### src/rtl/mmio_uart_tx.sv
// ---------------------------------------------------------------------------
// mmio_uart_tx
//   Memory-mapped 8N1 UART transmitter on the core's data-memory bus.
//   Stores to TXDATA queue a byte in a small FIFO. A transmit FSM drains the
//   FIFO and serialises each byte LSB-first on tx. STATUS is read
//   combinationally, so a single-cycle core sees it in the same cycle as the
//   load.
//
//   Register window (decode on addr[31:2] only):
//     BASE_ADDR+0  TXDATA  W: push wdata[7:0] (dropped + overflow if full)
//                          R: 0
//     BASE_ADDR+4  STATUS  R: [0] busy [1] full [2] empty [3] overflow
//                             [15:8] FIFO count
//                          W: clear overflow (data ignored)
//
// Ports:
//   clock      in   system clock, rising edge
//   reset      in   synchronous active-low reset
//   addr       in   [31:0] data address
//   wdata      in   [31:0] store data (lane-adjusted)
//   mem_store  in   store strobe, one cycle per store
//   mem_load   in   load strobe
//   sel        out  addr hits TXDATA or STATUS (strobe independent)
//   rdata      out  [31:0] combinational read data
//   tx         out  serial output, idles high
// ---------------------------------------------------------------------------
module mmio_uart_tx #(
  parameter logic [31:0] BASE_ADDR    = 32'h1000_0000,
  parameter int          DEPTH        = 8,
  parameter int          CLKS_PER_BIT = 868
) (
  input  logic        clock,
  input  logic        reset,
  input  logic [31:0] addr,
  input  logic [31:0] wdata,
  input  logic        mem_store,
  input  logic        mem_load,
  output logic        sel,
  output logic [31:0] rdata,
  output logic        tx
);

  localparam int AW = $clog2(DEPTH);
  localparam int BW = (CLKS_PER_BIT > 1) ? $clog2(CLKS_PER_BIT) : 1;

  localparam logic [BW-1:0] BAUD_LAST   = BW'(CLKS_PER_BIT - 1);
  localparam logic [AW:0]   CNT_FULL    = (AW+1)'(DEPTH);
  localparam logic [31:0]   STATUS_ADDR = BASE_ADDR + 32'd4;

  typedef enum logic [1:0] {
    S_IDLE  = 2'd0,
    S_START = 2'd1,
    S_DATA  = 2'd2,
    S_STOP  = 2'd3
  } state_t;

  // -------------------------------------------------------------------------
  // Address decode and bus strobes
  // -------------------------------------------------------------------------
  logic w_hit_tx, w_hit_st;
  logic w_store_tx, w_store_st;

  assign w_hit_tx   = (addr[31:2] == BASE_ADDR[31:2]);
  assign w_hit_st   = (addr[31:2] == STATUS_ADDR[31:2]);
  assign sel        = w_hit_tx | w_hit_st;
  assign w_store_tx = mem_store & w_hit_tx;
  assign w_store_st = mem_store & w_hit_st;

  // Byte lane bits and upper store data have no meaning in this block.
  logic w_unused;
  assign w_unused = &{1'b0, addr[1:0], wdata[31:8]};

  // -------------------------------------------------------------------------
  // FIFO
  // -------------------------------------------------------------------------
  logic [7:0]    r_mem [DEPTH];
  logic [AW-1:0] r_wr_ptr, r_rd_ptr;
  logic [AW:0]   r_count;
  logic          r_ovf;

  state_t        r_state;
  logic [BW-1:0] r_baud;
  logic [2:0]    r_bit;
  logic [7:0]    r_shift;
  logic          r_tx;

  logic w_full, w_empty, w_push, w_pop, w_baud_done, w_busy;

  assign w_full      = (r_count == CNT_FULL);
  assign w_empty     = (r_count == '0);
  // Fullness is taken from pre-edge state: a same-cycle pop never makes room.
  assign w_push      = w_store_tx & ~w_full;
  assign w_pop       = (r_state == S_IDLE) & ~w_empty;
  assign w_baud_done = (r_baud == BAUD_LAST);
  assign w_busy      = (r_state != S_IDLE);

  // Storage is deliberately not reset; only valid entries are ever read.
  always_ff @(posedge clock) begin
    if (reset && w_push) r_mem[r_wr_ptr] <= wdata[7:0];
  end

  always_ff @(posedge clock) begin
    if (!reset) begin
      r_wr_ptr <= '0;
      r_rd_ptr <= '0;
      r_count  <= '0;
      r_ovf    <= 1'b0;
    end else begin
      if (w_push) r_wr_ptr <= r_wr_ptr + AW'(1);
      if (w_pop)  r_rd_ptr <= r_rd_ptr + AW'(1);
      case ({w_push, w_pop})
        2'b10:   r_count <= r_count + (AW+1)'(1);
        2'b01:   r_count <= r_count - (AW+1)'(1);
        default: r_count <= r_count;
      endcase
      if (w_store_tx && w_full) r_ovf <= 1'b1;
      else if (w_store_st)      r_ovf <= 1'b0;
    end
  end

  // -------------------------------------------------------------------------
  // Transmit FSM. tx is registered: the value for the next bit period is
  // loaded on the edge that enters it, so the pop cycle in IDLE already
  // schedules the start bit for the following cycle.
  // -------------------------------------------------------------------------
  always_ff @(posedge clock) begin
    if (!reset) begin
      r_state <= S_IDLE;
      r_baud  <= '0;
      r_bit   <= '0;
      r_shift <= '0;
      r_tx    <= 1'b1;
    end else begin
      case (r_state)
        S_IDLE: begin
          r_tx   <= 1'b1;
          r_baud <= '0;
          r_bit  <= '0;
          if (w_pop) begin
            r_shift <= r_mem[r_rd_ptr];
            r_state <= S_START;
            r_tx    <= 1'b0;
          end
        end
        S_START: begin
          if (w_baud_done) begin
            r_baud  <= '0;
            r_bit   <= '0;
            r_state <= S_DATA;
            r_tx    <= r_shift[0];
          end else begin
            r_baud <= r_baud + BW'(1);
          end
        end
        S_DATA: begin
          if (w_baud_done) begin
            r_baud  <= '0;
            r_shift <= {1'b0, r_shift[7:1]};
            if (r_bit == 3'd7) begin
              r_state <= S_STOP;
              r_tx    <= 1'b1;
            end else begin
              r_bit <= r_bit + 3'd1;
              // Next bit is the one that the shift above brings into [0].
              r_tx  <= r_shift[1];
            end
          end else begin
            r_baud <= r_baud + BW'(1);
          end
        end
        S_STOP: begin
          r_tx <= 1'b1;
          if (w_baud_done) begin
            r_baud  <= '0;
            r_state <= S_IDLE;
          end else begin
            r_baud <= r_baud + BW'(1);
          end
        end
        default: begin
          r_state <= S_IDLE;
          r_tx    <= 1'b1;
        end
      endcase
    end
  end

  assign tx = r_tx;

  // -------------------------------------------------------------------------
  // Combinational read path. The count field is 8 bits wide; at DEPTH=256 a
  // full FIFO reads count 0 there, and the full bit disambiguates.
  // -------------------------------------------------------------------------
  always_comb begin
    rdata = '0;
    if (mem_load && w_hit_st) begin
      rdata[0]    = w_busy;
      rdata[1]    = w_full;
      rdata[2]    = w_empty;
      rdata[3]    = r_ovf;
      rdata[15:8] = 8'(r_count);
    end
  end

endmodule

### config.mk
export PLATFORM = sky130hd
export DESIGN_NAME = mmio_uart_tx
export DESIGN_NICKNAME = d
export VERILOG_FILES = /design/src/rtl/mmio_uart_tx.sv
export SDC_FILE = /design/constraint.sdc
export NUM_CORES = 1
export LEC_CHECK = 0
export CORE_ASPECT_RATIO = 1.25
export CORE_MARGIN = 2
export CORE_UTILIZATION = 51
export DETAILED_ROUTE_END_ITERATION = 8
export PLACE_DENSITY = 0.87
export SYNTH_ARGS = -nofsm -noshare
export SYNTH_HDL_FRONTEND = slang
export SYNTH_SLANG_ARGS = --single-unit
export TNS_END_PERCENT = 1
### constraint.sdc
create_clock -name clock -period 3.4 [get_ports clock]
set_input_delay 0.68 -clock clock [delete_from_list [all_inputs] [get_ports clock]]
set_output_delay 0.68 -clock clock [all_outputs]
set_load 0.01 [all_outputs]
## Word level (Yosys, flattened, before mapping)

Memories as Yosys holds them, arrays and structs flattened. A register that Yosys moved wholly into a read port is not among the register bits.
Index checks and enable logic that the tools add are counted.

- Add/sub/neg operators: 6
- Multipliers: 0
- Divide/modulo/power cells: 0
- $lt $le $gt $ge: 0
- Equal/unequal tests: 16
- Shift-type cells: 0
- Muxes and demuxes: 29
- Bitwise gates (word level): 7
- Reduce and logical (&&, ||, !) cells: 15

Operator list:

| kind | count |
|---|---|
| $eq A30 B27 Y1 const B | 2 |
| $pmux W10 S2 | 1 |
| $mux W8 | 2 |
| $pmux W8 S2 | 1 |
| $mux W3 | 5 |
| $ne A2 B2 Y1 const B | 6 |
| $add A10 B1 Y10 const B | 1 |
| $eq A10 B10 Y1 const B | 1 |
| $mux W10 | 1 |
| $mux W2 | 5 |
| $add A3 B1 Y3 const B | 3 |
| $pmux W3 S3 | 1 |
| $mux W1 | 8 |
| $mux W4 | 2 |
| $pmux W2 S4 | 1 |
| $pmux W4 S2 | 1 |
| $reduce_bool A2 Y1 | 4 |
| $eq A2 B2 Y1 const B | 3 |
| $reduce_and A5 Y1 | 1 |
| $add A4 B1 Y4 const B | 1 |
| $and A1 B1 Y1 | 4 |
| $eq A2 B1 Y1 const B | 2 |
| $eq A4 B4 Y1 const B | 1 |
| $logic_not A4 Y1 | 1 |
| other kinds (12) | 15 |

- Register bits after elaboration: 35
- Latch bits: 0
- RAM bits: 64
- ROM bits: 0
- Input port bits: 68
- Output and inout port bits: 34
- Memories: 1

Memories:

| memory | depth | bits a word | read ports | clocked after memory_dff | write ports | line | source |
|---|---|---|---|---|---|---|---|
| r_mem | 8 | 8 | 1 | 1 | 1 | 76 | `logic [7:0] r_mem [DEPTH];` |

## Longest topological paths before layout

Gate-level depths: netlist of the first run.

- Word-level depth: 6
- Depth in mapped cells: 11

## Worst setup path before layout of the first run

No wires, ideal clock.

- Path kind: in2reg
- Start: input addr[5]
- End: register r_count[2]
- Arrival time: 2.782 ns
- Required time: 3.330 ns
- Path slack: 0.547 ns
- Stages on the path: 10
- Cell sequence: nor4_1 and4_1 nand4_2 ha_1 xor2_1 ha_1 a21oi_1 xor2_1 or3_1 a21oi_1

- Longest elaborated chain between the ends: 5

RTL lines:

| element | line | source |
|---|---|---|
| start: declaration | 34 | `input logic [31:0] addr,` |
| $eq A30 B27 Y1 (*) | 63 | `assign w_hit_tx = (addr[31:2] == BASE_ADDR[31:2]);` |
| $and A1 B1 Y1 (*) | 66 | `assign w_store_tx = mem_store & w_hit_tx;` |
| $and A1 B1 Y1 (*) | 92 | `assign w_push = w_store_tx & ~w_full;` |
| $eq A2 B1 Y1 / $eq A2 B2 Y1 (equally long branches) | 111 | `case ({w_push, w_pop})` |
| $pmux W4 S2 / $reduce_bool A2 Y1 (equally long branches) | - |  |
| end signal: assignment | 112 | `2'b10: r_count <= r_count + (AW+1)'(1);` |
| end signal: assignment | 113 | `2'b01: r_count <= r_count - (AW+1)'(1);` |
| end signal: assignment | 114 | `default: r_count <= r_count;` |
| end: declaration | 78 | `logic [AW:0] r_count;` |

Every way passes the cells marked *; elsewhere a longest branch is shown, timed or not.
A chain may end at the register's enable or synchronous reset.

## Final worst setup path of the first run

- Start: input addr[5]
- End: output rdata[3]

- Longest elaborated chain between the ends: 3

RTL lines:

| element | line | source |
|---|---|---|
| $eq A30 B27 Y1 | 64 | `assign w_hit_st = (addr[31:2] == STATUS_ADDR[31:2]);` |
| $logic_and A1 B1 Y1 | 196 | `if (mem_load && w_hit_st) begin` |
| $mux W4 | 196 |  |
| end: declaration | 39 | `output logic [31:0] rdata,` |

Every way passes these cells.

==> results list, run 1 <==
- The most used flip-flop cell after synthesis is sky130_fd_sc_hd__edfxtp_1.
- Buffers inserted during clock tree synthesis total 9.
- Counting instances, the worst hold path has a depth of 2.
- Data arrival time of the critical path: 2570 ps
* Count of max-cap constraint violations: 0
- Fraction of synthesized area in multiplexers: 11.44%
- Most utilized layer in the global route result: met2
- The largest individual stage delay along the critical path comes from the cell sky130_fd_sc_hd__clkdlybuf4s50_1.
* Synthesized instance count: 371
- H-tree levels: 3
- Across all layers, the routed design uses 3100 vias.
- Setup repair after global routing missed its margin: no
- The first detailed-routing pass took 5 iterations.
* Sequential area share after synthesis: 54.97%
* Post-Place Worst Slack: -165.7 ps
- Path type of the worst min-delay path: reg2reg
* Cell total after placement: 545
- In this run the critical register-to-register path is launched from r_state[0]$_SDFFE_PN0P_.
* YS warnings: 0
* Tot Pwr: 2571 uW
- Met3 Resource Use GR: 3.862%
* Overall fraction of global-route tracks in use: 20.31%
* Buffer type at the clock tree root: sky130_fd_sc_hd__clkbuf_16
* Clock tree sinks: 102
- Starting density of the core: 52.91%
- Site row count: 39
* Critical Setup Path Class: in2out
- Transition time at the pin with the least slew margin: 868.6 ps
- Via count normalized by instance count: 5.496
* Maximum number of pins on one net before global-route repair: 20
* Cell area after layout: 5898 um2
- Highest attainable clock frequency: 0.3074 GHz
* Post-synthesis share of cell area spent on xor and xnor gates: 2.333%
- Iteration-0 DRC Markers: 177
* Fraction of post-synthesis cell area in the top cell type by area: 39.38%
- WL/cell: 18.01 um
- By area, the combinational part of the netlist is dominated by simple AND/OR/NAND/NOR gates.
* Worst stage delay on the critical path: 440 ps
* Mapped cell area: 4880 um2
- Subtracting the final worst setup slack from the clock period gives 3253 ps.
- Nature of the critical path startpoint: input pin
- Synthesized-area fraction occupied by ao, oa, aoi and oai cells: 5.513%
- The number of antenna diodes in the final layout is 0.
- Clock tree skew after final layout: 8.671 ps
- Of the cells placed in the final design, the portion with a size suffix greater than 1 is 20.41%.
* Result of the run: finished, final reports clean
- STA puts the critical path data required time at 2720 ps.
- Pin placement for this block handled 102 I/O pins.
- Asr flop ratio synth: 0%
- Summing the areas of all fa, ha and maj instances in the mapped netlist gives 3.333% of the synthesized area.
- Number of flops mapped to enable cells by yosys: 64
* Buffer depth of the longest clock path: 2
- Sum of net half-perimeters after detailed placement: 7050 um
* Endpoint class of the critical path: output pin
- Gpl congestion: 0.8642
- The number of global-route vias before repair was 3214.
- Summed over all layers, the routed wires come to 10160 um.
* Number of nets with antenna violations after detailed routing: 0
- The count of cells in the finished layout, fillers not included, comes to 564.
- Nets: 517
- Of all nets on the critical path, the largest fanout is 2.
- Summing all multi-input logic gate instances after layout gives 2041 um2.
- Clk Latency, worst-skew pair: 340 ps
- The die is 91.49 um wide.
- Counting distinct cell types in the post-synthesis netlist gives 60.
- Final-report hold violation count: 0
- Simple-Gate Fraction of Synth Area: 15.31%
* CP cell instances: clkdlybuf4s50_1 -> nor4_4 -> nand4_1 -> buf_4 -> buf_4 -> nor4_1 -> dlygate4sd2_1
- Cell type contributing the most total cell area after synthesis: sky130_fd_sc_hd__edfxtp_1
- TritonCTS built the clock tree.
* Critical path's most frequent cell: sky130_fd_sc_hd__buf_4
* Flop-to-flop setup slack: 870 ps
* Grt met1 use: 21.50%
- The number of antenna violations at the first check in global routing came to 0.
- The first global-routing pass estimated 16130 um of wire.
- Setup violations remaining at the end of the flow were counted as 0.
- Count of state elements after synthesis: 102
- Fill cell total of the finished layout: 658
- Worst hold path startpoint: r_bit[1]$_SDFFE_PN0P_
- The max-slew violation total from the final report came to 0.
* Depth of the worst register-to-register path: 10
- Normalized max-slew margin: 42.09%
- After global routing the overflow that remains totals 0.
- DRC Markers: 0
- Area of the core: 9223 um2
* CP startpoint: addr[5]
- Post-synthesis area per instance: 13.15 um2
- In the global route stage, met2 resource usage came out at 39.22%.
- Area growth from synthesis to final layout: 20.87%
- After layout, the worst path uses 95.67% of the clock period.
- Die H: 113.4 um
- Ratio of total power to cell area: 435.8 nW/um2
- The worst-case IR drop observed on VDD is 0.4217 mV.
- For the final routed database, the setup TNS stands at 0 ps.
- Clock slew seen by the registers of the worst setup and hold paths: 70 ps
* Final Worst Setup Slack: 147.2 ps
- In this run the static leakage power is 0.002139 uW.
- Summing all placed instances gives a cell area of 5475 um2.
- The worst register-to-register path ends at r_count[2]$_SDFFE_PN0P_.
* Die area: 10370 um2
- For hold timing, the worst endpoint is r_bit[1]$_SDFFE_PN0P_.
- Number of buffers added on ports: 51
- Ranked by total cell area, the synthesized netlist is headed by sky130_fd_sc_hd__edfxtp_1, sky130_fd_sc_hd__dfxtp_1, sky130_fd_sc_hd__mux4_2.
- Hold buffers post-CTS: 0
- Area occupied by registers: 2683 um2
final cells by class:
cell class,count,area share [%]
Multi-Input combinational cell,237,34.60
Inverter,14,0.8910
Clock inverter,7,1.082
Tap cell,123,2.609
Sequential cell,102,45.48
Timing Repair Buffer,72,11.52
Clock buffer,9,3.818
power breakdown:
part / switching (uW) / internal (uW) / leakage, uW
Clock: 461 / 511 / 0.000136
Combinational: 151 / 111 / 0.00112
Sequential: 11.2 / 1320 / 0.000881
cell usage in the layout, fill, tap and decap left out, drive strengths merged, types with 2 or more instances in the layout:
cell / n
and3: 2
nor4: 15
dfxtp: 38
clkdlybuf4s50: 42
nand2b: 5
a211oi: 3
nor2b: 2
clkinvlp: 2
or3: 3
nand4: 10
dlymetal6s2s: 6
mux2: 6
nand3: 6
xnor2: 6
clkbuf: 9
ha: 13
and4: 4
nor2: 26
o21ai: 7
nand2: 20
clkinv: 2
o311ai: 2
a21oi: 5
nand4b: 2
nor3: 8
o22ai: 6
and2: 7
edfxtp: 64
buf: 21
mux2i: 13
inv: 17
nor3b: 3
conb: 24
xor2: 7
mux4: 16
dlygate4sd2: 3
logic make-up after synthesis:
logic type,Yosys count
buf+inv,55
mux,35
fa+ha+maj,13
simple gates,117
flops,102
xor+xnor,13
other cells,1
compound gates,35
worst max-delay path: cells and delay by family:
family | cells | cell delay [ps]
buffers and inverters | 4 | 1070
AND/OR/NAND/NOR | 3 | 830
layer usage:
metal	wire length, um	up-vias
li1	-	1473
met5	0	-
met4	196	0
met2	5830	87
met3	330	17
met1	3801	1523
flip-flops by register name, summed over array words and instances, names as in the netlist, named ones only:
register and cells:
r_ovf 1, r_baud 10, r_bit 3, r_count 4
r_mem 64, tx 1, r_wr_ptr 3, r_rd_ptr 3
r_shift 8, r_state 2
synthesized netlist by cell type (2+ instances only):
cell type,number
sky130_fd_sc_hd__nor2_4,8
sky130_fd_sc_hd__ha_1,13
sky130_fd_sc_hd__nand4b_1,2
sky130_fd_sc_hd__or3_1,3
sky130_fd_sc_hd__nor2b_1,2
sky130_fd_sc_hd__mux4_2,16
sky130_fd_sc_hd__xor2_1,7
sky130_fd_sc_hd__o311ai_1,2
sky130_fd_sc_hd__nand2_1,20
sky130_fd_sc_hd__edfxtp_1,64
sky130_fd_sc_hd__a21oi_1,5
sky130_fd_sc_hd__nor3b_1,2
sky130_fd_sc_hd__nor2_2,2
sky130_fd_sc_hd__o21ai_0,3
sky130_fd_sc_hd__nand2b_1,5
sky130_fd_sc_hd__inv_1,14
sky130_fd_sc_hd__buf_1,2
sky130_fd_sc_hd__o21ai_1,4
sky130_fd_sc_hd__buf_4,24
sky130_fd_sc_hd__and4_2,2
sky130_fd_sc_hd__nor2_1,16
sky130_fd_sc_hd__o22ai_1,6
sky130_fd_sc_hd__nor3_1,8
sky130_fd_sc_hd__and4_1,2
sky130_fd_sc_hd__nand4_1,9
sky130_fd_sc_hd__nand3_1,6
sky130_fd_sc_hd__mux2_2,6
sky130_fd_sc_hd__buf_6,5
sky130_fd_sc_hd__buf_2,7
sky130_fd_sc_hd__xnor2_1,6
sky130_fd_sc_hd__a211oi_1,3
sky130_fd_sc_hd__and2_1,6
sky130_fd_sc_hd__dfxtp_1,38
sky130_fd_sc_hd__nor4_1,13
sky130_fd_sc_hd__mux2i_1,13
sky130_fd_sc_hd__clkbuf_1,3
per-stage QoR:
stage	util, %	hold WS, ps
2_1_floorplan	-	432.7
3_3_place_gp	59.37	441.8
3_5_place_dp	59.37	456.8
4_1_cts	63.44	467.5
5_1_grt	63.95	487.8
6_report	63.95	463.7
how the worst max path moves through the flow:
stage | depth (start not counted) | slack [ps] | end
finish | 7 | 150 | rdata[3]
global route | 7 | 80 | rdata[3]
CTS | 7 | 8 | rdata[2]
detailed placement | 7 | -170 | rdata[8]
global placement | 7 | -6 | rdata[2]
floorplan | 10 | 550 | r_count[2]$_SDFFE_PN0P_
what timing repair did:
item,in CTS,in global routing
endpoints found under the setup margin,8,5
gates cloned,0,0
pin swaps,1,5
resized for setup,15,8
buffers inserted,1,2
(Power assumes the default switching activity.)
==> run 2: changes to the inputs <==
--- a/config.mk
+++ b/config.mk
@@ -7,9 +7,9 @@
 export LEC_CHECK = 0
 export CORE_ASPECT_RATIO = 1.25
 export CORE_MARGIN = 2
-export CORE_UTILIZATION = 51
+export CORE_UTILIZATION = 38
 export DETAILED_ROUTE_END_ITERATION = 8
-export PLACE_DENSITY = 0.87
+export PLACE_DENSITY = 0.69
 export SYNTH_ARGS = -nofsm -noshare
 export SYNTH_HDL_FRONTEND = slang
 export SYNTH_SLANG_ARGS = --single-unit
==> results list, run 2 (synthesis gave the netlist of run 1 again) <==
- The final sum of negative setup slack was 0 ps (unchanged).
- Post-layout min period: 3326 ps (+72.92 ps)
- Buffer type at the clock tree root: sky130_fd_sc_hd__clkbuf_16
* Ant. Diodes: 0 (unchanged)
- The global-route total usage across every layer was 14.39% (-5.9 points).
- Starting density of the core: 38.71% (-14 points)
- Total routed wirelength: 9278 um (-8.7%)
- Worst IR Drop VDD: 0.3998 mV (-5.2%)
* Die area: 13770 um2 (+33%)
* Worst-case hold path end point: r_bit[2]$_SDFFE_PN0P_
* Area growth from synthesis to final layout: 20.95% (about the same)
* Normalized max-slew margin: 41.80% (-0.30 points)
* Sum of net half-perimeters after detailed placement: 6536 um (-7.3%)
* DRC Markers: 0 (unchanged)
* Number of buffers added by the clock tree synthesis step: 9 (unchanged)
- The final hold violation count came to 0 (unchanged).
- Total congestion overflow: 0 (unchanged)
* Global-route wire length before repair: 15460 um (-4.1%)
* Max Fanout on Critical Path: 6 (+4)
- The total power per unit cell area came to 430.9 nW/um2 (-1.1%).
- Clock tree from TritonCTS: yes
- IO Pins: 102 (unchanged)
* Highest-count cells in the layout ignoring fill and taps: sky130_fd_sc_hd__edfxtp_1, sky130_fd_sc_hd__clkdlybuf4s50_1, sky130_fd_sc_hd__dfxtp_1
- Path type of the worst min-delay path: reg2reg
- The number of nets with antenna violations after routing is 0 (unchanged).
* Total of endpoints with negative setup slack in the final report: 0 (unchanged)
- TritonRoute pass-1 iters: 4 (-1)
- The pin count of the biggest net entering global routing was 19 (-5.0%).
- The TritonCTS sink count came to 102 (unchanged).
* Depth of the worst register-to-register path: 10 (unchanged)
- Buffer depth of the longest clock path: 2 (unchanged)
- Reg-to-Reg Start: r_state[0]$_SDFFE_PN0P_
- Transition time at the pin with the least slew margin: 873.1 ps (+4.441 ps)
* Endpoint class of the critical path: output pin
- Count of max-cap constraint violations: 0 (unchanged)
- Largest register FFs: 64 (unchanged)
- The number of DRC violations after detailed-routing iteration 0 came to 110 (-38%).
* Worst hold path startpoint: r_bit[2]$_SDFFE_PN0P_
- The core footprint came to 12600 um2 (+37%).
* Number of antenna violations at the first check in global routing: 0 (unchanged)
- Result of the run: finished, final reports clean
* Clock tree skew after final layout: 5.871 ps (-2.800 ps)
- WL/cell: 15.29 um (-15%)
- Worst flop-to-flop path endpoint: r_count[2]$_SDFFE_PN0P_
- The die width was 105.4 um (+15%).
* Worst hold-check slack: 460.3 ps (-3.433 ps)
- Worst endpoint required time: 2720 ps (about the same)
* Data arrival time of the critical path: 2650 ps (+80 ps)
* Via count of the routed design: 3067 (-1.1%)
- Number of buffers added on ports: 51 (unchanged)
- Nature of the critical path startpoint: input pin
* Die H: 130.7 um (+15%)
- Site row count: 46 (+18%)
- Met3 Resource Use GR: 2.431% (-1.4 points)
* Gpl congestion: 0.7720 (-11%)
- Clock slew seen by the registers of the worst setup and hold paths: 70 ps (about the same)
* Setup repair after global routing missed its margin: yes
* Grt met1 use: 16.36% (-5.1 points)
- Fraction of the cycle the final worst path needs: 97.82% (+2.1 points)
* Register name with the most flops: r_mem
- Flop-to-flop setup slack: 830 ps (-40 ps)
- The level count of the clock H-tree is 3 (unchanged).
* Highest attainable clock frequency: 0.3007 GHz (-2.2%)
- Leaving out fill and tap cells, the most frequent cell in the layout is sky130_fd_sc_hd__edfxtp_1.
- Tot Pwr: 2543 uW (-1.1%)
- The number of nets in the finished design was 515 (-0.39%).
* Total placed instance area: 5532 um2 (+1.0%)
- Via count normalized by instance count: 5.053 (-8.1%)
- Most utilized layer in the global route result: met2
- Cell area after layout: 5902 um2 (about the same)
* Share of post-route cells with drive strength above 1: 19.59% (-0.82 points)
- Static Leakage: 0.002086 uW (-2.5%)
- Registers with the most flip-flops: r_mem (64), r_baud (10), r_shift (8)
- Clk Latency, worst-skew pair: 340 ps (about the same)
* Cell count of the worst hold path: 2 (unchanged)
- GR Util met2: 27.40% (-12 points)
- Via count of the first global-routing pass: 3169 (-1.4%)
- Number of slew-limit violations in the final report: 0 (unchanged)
* Critical Setup Path Class: in2out
- The end-of-flow core utilization is 46.82% (-17 points).
[run 2: repair_timing]
item                       in CTS  in global routing
setup endpoints to repair       7                  8
hold buffers                    0                  0
pin swaps                       1                  3
resized for setup               5                 10
buffers inserted                1                  0
[run 2: cell type report]
class                           instances  area (um2)
Clock buffer                            9       225.2
Clock inverter                          7       56.30
Fill cell                            1098        6703
Inverter                               14       52.55
Multi-Input combinational cell        237        2009
Sequential cell                       102        2683
Tap cell                              168       210.2
Timing Repair Buffer                   70       665.6
[run 2: worst max path at each step]
stage | startpoint | endpoint | slack, ps | cells past startpoint
final | addr[5] | rdata[8] | 70 | 7
after global routing | addr[5] | rdata[2] | -60 | 7
after CTS | addr[21] | rdata[8] | 20 | 7
after detailed placement | addr[20] | rdata[0] | -80 | 6
after global placement | addr[16] | rdata[1] | -30 | 7
after floorplan | addr[5] | r_count[2]$_SDFFE_PN0P_ | 550 | 10
[run 2: layer usage]
layer,share of wire (%),wire length (um),vias to the layer above
met1,41,3759,1512
met2,54,5039,73
met4,1.9,174,0
li1,-,-,1469
met5,0,0,-
met3,3.3,305,13
[run 2: report_power, final]
| group | leakage [uW] | switching, uW | internal (uW) |
|---|---|---|---|
| Sequential | 0.000881 | 10.4 | 1330 |
| Combinational | 0.00107 | 142 | 110 |
| Clock | 0.000132 | 452 | 504 |
| Total | 0.00209 | 604 | 1940 |
[run 2: through the flow]
stage | std cells | worst slack, ps
6_report | 607 | 74.25
5_1_grt | 607 | -60.48
4_1_cts | 607 | 20.99
3_5_place_dp | 590 | -80.55
3_3_place_gp | 590 | -31.43
2_1_floorplan | 394 | 547.3
[run 2: worst max-delay path, stage by stage]
cell and delay [ps]:
sky130_fd_sc_hd__clkdlybuf4s50_1 460, sky130_fd_sc_hd__nor4_4 320, sky130_fd_sc_hd__nand4_1 170, sky130_fd_sc_hd__nor3_2 200
sky130_fd_sc_hd__buf_4 150, sky130_fd_sc_hd__and2_1 130, sky130_fd_sc_hd__clkdlybuf4s50_1 530
